## src/rtl/opl3_pkg.sv

```systemverilog
`default_nettype none
// ============================================================================
// Module   : opl3_pkg
// Purpose  : Shared types and defaults for the OPL3 register-write path.
// Revision : 1.0 - initial release
// ============================================================================
package opl3_pkg;

    typedef struct packed {
        logic       valid;
        logic       bank_num;
        logic [7:0] address;
        logic [7:0] data;
    } opl3_reg_wr_t;

    localparam int REG_WR_FIFO_DEPTH = 16;
    localparam int REG_WR_MIN_GAP    = 0;

    typedef enum logic [1:0] {
        ST_INIT = 2'd0,
        ST_IDLE = 2'd1,
        ST_GAP  = 2'd2
    } sched_state_t;

endpackage
`default_nettype wire

```

## src/rtl/opl3_reg_wr_sched_fifo.sv

```systemverilog
`default_nettype none
// ============================================================================
// Module   : reg_wr_fifo
// Purpose  : Single-clock show-ahead FIFO holding {bank, address, data}.
// Revision : 1.0 - initial release
// ============================================================================
module reg_wr_fifo import opl3_pkg::*; #(
    parameter int DEPTH = REG_WR_FIFO_DEPTH,
    parameter int WIDTH = 17
) (
    input  logic                     clk,
    input  logic                     reset,
    input  logic                     push,
    input  logic [WIDTH-1:0]         push_data,
    input  logic                     pop,
    output logic [WIDTH-1:0]         pop_data,
    output logic [$clog2(DEPTH):0]   level,
    output logic                     full,
    output logic                     empty
);

    localparam int              c_AW   = $clog2(DEPTH);
    localparam logic [c_AW:0]   c_FULL = DEPTH[c_AW:0];

    logic [WIDTH-1:0] r_mem [DEPTH];
    logic [c_AW-1:0]  r_wr_ptr;
    logic [c_AW-1:0]  r_rd_ptr;
    logic [c_AW:0]    r_level;
    logic             w_push;
    logic             w_pop;

    assign full     = (r_level == c_FULL);
    assign empty    = (r_level == '0);
    assign level    = r_level;
    assign pop_data = r_mem[r_rd_ptr];
    assign w_push   = push && !full;
    assign w_pop    = pop && !empty;

    always_ff @(posedge clk) begin
        if (w_push) begin
            r_mem[r_wr_ptr] <= push_data;
        end
    end

    // Pointers wrap naturally because DEPTH is a power of two.
    always_ff @(posedge clk) begin
        if (reset) begin
            r_wr_ptr <= '0;
            r_rd_ptr <= '0;
            r_level  <= '0;
        end else begin
            if (w_push) begin
                r_wr_ptr <= r_wr_ptr + 1'b1;
            end
            if (w_pop) begin
                r_rd_ptr <= r_rd_ptr + 1'b1;
            end
            case ({w_push, w_pop})
                2'b10:   r_level <= r_level + 1'b1;
                2'b01:   r_level <= r_level - 1'b1;
                default: r_level <= r_level;
            endcase
        end
    end

endmodule
`default_nettype wire

```

## src/rtl/opl3_reg_wr_sched.sv

```systemverilog
`default_nettype none
// ============================================================================
// Module   : opl3_reg_wr_sched
// Purpose  : Buffers host register writes and issues them one per slot onto
//            the OPL3 register bus, after an optional zero sweep of all regs.
// Revision : 1.0 - initial release
// ============================================================================
module opl3_reg_wr_sched import opl3_pkg::*; #(
    parameter int FIFO_DEPTH    = REG_WR_FIFO_DEPTH,
    parameter int MIN_GAP       = REG_WR_MIN_GAP,
    parameter int INIT_ON_RESET = 1
) (
    input  logic                          clk,
    input  logic                          reset,
    input  logic                          host_valid,
    output logic                          host_ready,
    input  logic                          host_bank,
    input  logic [7:0]                    host_address,
    input  logic [7:0]                    host_data,
    input  logic                          hold,
    output opl3_reg_wr_t                  opl3_reg_wr,
    output logic                          init_busy,
    output logic [$clog2(FIFO_DEPTH):0]   fifo_level
);

    localparam logic [3:0]   c_MIN_GAP     = 4'(MIN_GAP);
    localparam sched_state_t c_RESET_STATE = (INIT_ON_RESET != 0) ? ST_INIT : ST_IDLE;

    sched_state_t r_state;
    sched_state_t w_next_state;
    logic [8:0]   r_sweep_addr;
    logic [3:0]   r_gap_cnt;
    opl3_reg_wr_t r_bus;
    logic         w_sweep_wr;
    logic         w_issue;
    logic         w_push;
    logic         w_full;
    logic         w_empty;
    logic [16:0]  w_head;

    assign host_ready  = !reset && !w_full;
    assign w_push      = host_valid && host_ready;
    assign init_busy   = (r_state == ST_INIT);
    assign opl3_reg_wr = r_bus;

    reg_wr_fifo #(
        .DEPTH (FIFO_DEPTH),
        .WIDTH (17)
    ) u_fifo (
        .clk       (clk),
        .reset     (reset),
        .push      (w_push),
        .push_data ({host_bank, host_address, host_data}),
        .pop       (w_issue),
        .pop_data  (w_head),
        .level     (fifo_level),
        .full      (w_full),
        .empty     (w_empty)
    );

    always_ff @(posedge clk) begin
        if (reset) begin
            r_state <= c_RESET_STATE;
        end else begin
            r_state <= w_next_state;
        end
    end

    // The sweep reuses the gap counter for spacing and never looks at hold.
    always_comb begin
        w_next_state = r_state;
        w_sweep_wr   = 1'b0;
        w_issue      = 1'b0;
        case (r_state)
            ST_INIT: begin
                if (r_gap_cnt == 4'd0) begin
                    w_sweep_wr = 1'b1;
                    if (r_sweep_addr == 9'h1FF) begin
                        w_next_state = ST_IDLE;
                    end
                end
            end
            ST_IDLE: begin
                if (!w_empty && !hold) begin
                    w_issue = 1'b1;
                    if (c_MIN_GAP != 4'd0) begin
                        w_next_state = ST_GAP;
                    end
                end
            end
            ST_GAP: begin
                if (r_gap_cnt <= 4'd1) begin
                    w_next_state = ST_IDLE;
                end
            end
            default: w_next_state = c_RESET_STATE;
        endcase
    end

    always_ff @(posedge clk) begin
        if (reset) begin
            r_sweep_addr <= '0;
            r_gap_cnt    <= '0;
            r_bus        <= '0;
        end else begin
            r_bus.valid <= 1'b0;
            if (w_sweep_wr) begin
                r_bus        <= '{valid: 1'b1, bank_num: r_sweep_addr[8],
                                  address: r_sweep_addr[7:0], data: 8'h00};
                r_sweep_addr <= r_sweep_addr + 1'b1;
                r_gap_cnt    <= c_MIN_GAP;
            end else if (w_issue) begin
                r_bus     <= {1'b1, w_head};
                r_gap_cnt <= c_MIN_GAP;
            end else if (r_gap_cnt != 4'd0) begin
                r_gap_cnt <= r_gap_cnt - 1'b1;
            end
        end
    end

endmodule
`default_nettype wire

```

## config.mk

```make
export PLATFORM = sky130hd
export DESIGN_NAME = opl3_reg_wr_sched
export DESIGN_NICKNAME = d
export VERILOG_FILES = /design/src/rtl/opl3_pkg.sv /design/src/rtl/opl3_reg_wr_sched_fifo.sv /design/src/rtl/opl3_reg_wr_sched.sv
export SDC_FILE = /design/constraint.sdc
export NUM_CORES = 1
export LEC_CHECK = 0
export BUFFER_PORTS_ARGS = -buffer_cell sky130_fd_sc_hd__buf_2
export CORE_MARGIN = 8
export CORE_UTILIZATION = 50
export DETAILED_ROUTE_END_ITERATION = 10
export GPL_TIMING_DRIVEN = 0
export PLACE_DENSITY = 0.76
export SETUP_SLACK_MARGIN = 0.3
export SKIP_LAST_GASP = 1
export SYNTH_ARGS = -nofsm -noshare
export SYNTH_HDL_FRONTEND = slang
export SYNTH_HIERARCHICAL = 1
export SYNTH_SLANG_ARGS = --single-unit
```

## constraint.sdc

```tcl
create_clock -name clk -period 4.18 [get_ports clk]
set_input_delay 0.836 -clock clk [delete_from_list [all_inputs] [get_ports clk]]
set_output_delay 0.836 -clock clk [all_outputs]
set_load 0.01 [all_outputs]
```

==> impl_metrics.tcl <==
set metrics [dict create \
    outcome "finished, final reports clean" \
    cts_max_level 1 \
    antenna_found_initial 0 \
    hold_viol 0 \
    start_kind "register" \
    wl_per_cell_um 23.9 \
    power_switching_mw 1.44 \
    drt_iter0_markers 686 \
    power_density_nw_per_um2 464 \
    cts_max_path_buffers 3 \
    die_width_um 175 \
    switching_share 0.213 \
    min_to "opl3_reg_wr[0]$_SDFFE_PP0P_" \
    power.total_mw 6.76 \
    totalWireLength_mm 27.6 \
    synth-main-ff-cell "edfxtp_1" \
    fin_util 0.584 \
    min_path_type "reg -> reg" \
    max-slew-margin-rel 0.324 \
    syn_to_final_growth_pct 15.7 \
    crit_chain "buf_6, or4_4, buf_6, nor2_1, or3b_1, clkbuf_2, inv_2, buf_2, o21ai_4, inv_1, ha_1, clkbuf_2, xor2_1, ha_1, o31ai_1, o22ai_1, nand4bb_1" \
    cts_tree "built" \
    final_cell_mix "272 x edfxtp_1, 68 x mux4_2, 57 x buf_2, 49 x nand2_1, 49 x dfxtp_1" \
    clk_latency_ns 0.58 \
    post-dp-hpwl_mm 17.7 \
    firstDrtPassIters 6 \
    p_comb_frac 0.051 \
    synthTopCellsByArea "edfxtp_1 65%, mux4_2 12%, dfxtp_1 7.8%, a22oi_1 2.6%, nand2_1 1.5%" \
    yosys.area.top_type_share 0.648 \
    r2r_end "u_fifo/level[4]$_SDFFE_PP0P_" \
    clock_skew_ns 0.0221 \
    ys_warn_count 6 \
    synth_cells 709 \
    grt_pass1_vias 6992 \
    grt_overflow_total 0 \
    period_share 0.869 \
    dp_slack_ns 0.229 \
    slowest_stage "or4_4" \
    fin_area_um2 14600 \
    drive_above_1_share 0.277 \
    avgSynthCellArea_um2 17.8 \
    ys_seq_area_frac 0.726 \
    place_area_um2 13500 \
    route.top_layer_used "met4" \
    hold_path_depth 2 \
    synth-async-reset-ratio 0 \
    timing.rr.start "u_fifo/level[1]$_SDFFE_PP0P_" \
    drc_errors 0 \
    cp.arrival_ns 4.07 \
    synth_area_um2 12600 \
    grt.total_usage 0.179 \
    p_int_mw 5.32 \
    wl_met3_mm 2.47 \
    r2r_cells 17 \
    grt_pass1_wl_mm 41.8 \
    clkSinkCount 321 \
    cts_setup_buffers 0 \
    io_buffers 44 \
    num_antenna_cells 0 \
    path_max_fanout 12 \
    synth_top_area_cell "edfxtp_1" \
    vias_per_cell 5.99 \
    ir_worst_vdd_mv 0.387 \
    synth_cell_types 58 \
    cpPeakStageDelay_ns 0.50 \
    cts_root_buf "clkbuf_16" \
    critPathCaptureType "register" \
    p_clk_frac 0.425 \
    wirelength_met1_mm 11.1 \
    finalSetupViolCount 0 \
    core_um2 25000 \
    hp-start "opl3_reg_wr[0]$_SDFFE_PP0P_" \
    ant_nets 0 \
    dr_wl_met2_mm 13.1 \
    cellLeakagePower_nw 4.81 \
    fmax_mhz 275 \
    die-area_um2 30500 \
    ys_seq_elements 321 \
    timing.hold.ws_ns 0.457 \
    rsz0062_at_grt "no" \
    cts_buffers 31 \
    period_minus_slack_ns 3.63 \
    grt_max_degree 17 \
    slew_viol_final 0 \
    syn-num-nets 741 \
    vias 6940 \
    critical_path_required_ns 4.62 \
    num_rows 58 \
    postLayoutSetupSlackWorst_ns 0.549 \
    final-instance-count-excl-fill 1158 \
    worst-slew-pin-transition_ns 1.01 \
    r2r_slack_ns 0.55 \
    clkTransAtPathRegs_ns 0.06 \
    tns_ns 0 \
    place_inst 1100 \
    initial_core_util 0.505 \
    final_common_cell "edfxtp_1" \
    maxCapViolCount 0 \
    gp_congestion 0.805 \
    ios 46 \
    synth_edf_count 272 \
    final_nets 835 \
    crit_type "reg -> reg" \
    die-height_um 175 \
    seqPwrFrac 0.524 \
]
[flip-flops by register name, summed over array words and instances (netlist names), named ones only]
signal and cells:
r_gap_cnt 4, opl3_reg_wr 18, u_fifo/level 5, u_fifo/r_rd_ptr 4
r_state 1, u_fifo/r_mem 272, r_sweep_addr 9, u_fifo/r_wr_ptr 4
[synthesized netlist by cell type (all sizes together), types with 2 or more instances]
cell	number
nand2b	2
o21ai	4
a211oi	3
and3	2
o2111ai	2
nor4	3
and2	3
nand2	49
ha	11
or4	5
clkbuf	24
nor2	32
o31ai	4
edfxtp	272
a21o	2
or2	2
nand3b	2
a21oi	26
xnor2	3
nand3	15
nor2b	5
o211ai	3
or3	3
o21a	4
xor2	6
a22oi	43
dfxtp	49
mux4	68
inv	12
mux2	2
nor3	10
buf	20
mux2i	3
[worst max path at each step]
stage / from / endpoint / slack [ns] / cells after the start
4_1_cts: u_fifo/level[0]$_SDFFE_PP0P_ / u_fifo/level[4]$_SDFFE_PP0P_ / 0.47 / 17
3_5_place_dp: hold / u_fifo/level[4]$_SDFFE_PP0P_ / 0.23 / 15
3_3_place_gp: reset / u_fifo/r_mem[2][6]$_DFFE_PP_ / -0.54 / 6
5_1_grt: u_fifo/level[0]$_SDFFE_PP0P_ / u_fifo/level[4]$_SDFFE_PP0P_ / 0.35 / 17
6_report: u_fifo/level[1]$_SDFFE_PP0P_ / u_fifo/level[4]$_SDFFE_PP0P_ / 0.55 / 17
2_1_floorplan: u_fifo/level[1]$_SDFFE_PP0P_ / u_fifo/level[4]$_SDFFE_PP0P_ / 0.79 / 17
[cell type report]
type	count	area, um2
well taps	330	413
plain buffers	44	215
repair buffers	61	457
inverters	13	48.8
fillers	1857	10400
clock inverters	23	269
clock buffers	35	791
multi-input cells	331	3240
flip-flops and latches	321	9150
[critical path: cells and delay by family (launching register included)]
kind	cells	cell delay (ns)
AND/OR/NAND/NOR	4	0.85
XOR/XNOR	1	0.17
AO/OA/AOI/OAI	3	0.61
flip-flops	1	0.32
buffers and inverters	7	1.10
adder cells (fa/ha/maj)	2	0.45
[power groups by stage]
stage	registers [mW]	logic, mW	clock network, mW
finish	3.54	0.347	2.87
global route	3.55	0.389	3.04
CTS	3.54	0.351	2.91
detailed placement	3.61	0.348	0
global placement	3.61	0.335	0
floorplan	3.61	0.219	0
[layer usage]
layer	up-vias	global-route usage
li1	3018	-
met3	66	0.0471
met4	0	0.0653
met5	-	0
met1	3509	0.238
met2	347	0.281
[cell families (layout without fill, tap and decap cells)]
| kind of cell | Yosys count | after routing | share of synthesized area |
|---|---|---|---|
| AO/OA/AOI/OAI | 97 | 97 | 0.0557 |
| XOR/XNOR | 9 | 9 | 0.00625 |
| adder cells (fa/ha/maj) | 11 | 11 | 0.0109 |
| buffers and inverters | 57 | 176 | 0.0207 |
| flip-flops | 321 | 321 | 0.726 |
| multiplexers | 73 | 73 | 0.126 |
| AND/OR/NAND/NOR | 141 | 141 | 0.0548 |
[what timing repair did]
action | in CTS | in global routing
endpoints found under the setup margin | 1 | 1
pin swaps | 0 | 0
gates resized for setup | 1 | 2
cloned | 0 | 0
hold buffers | 0 | 0
Power figures use the tool's default switching activity.
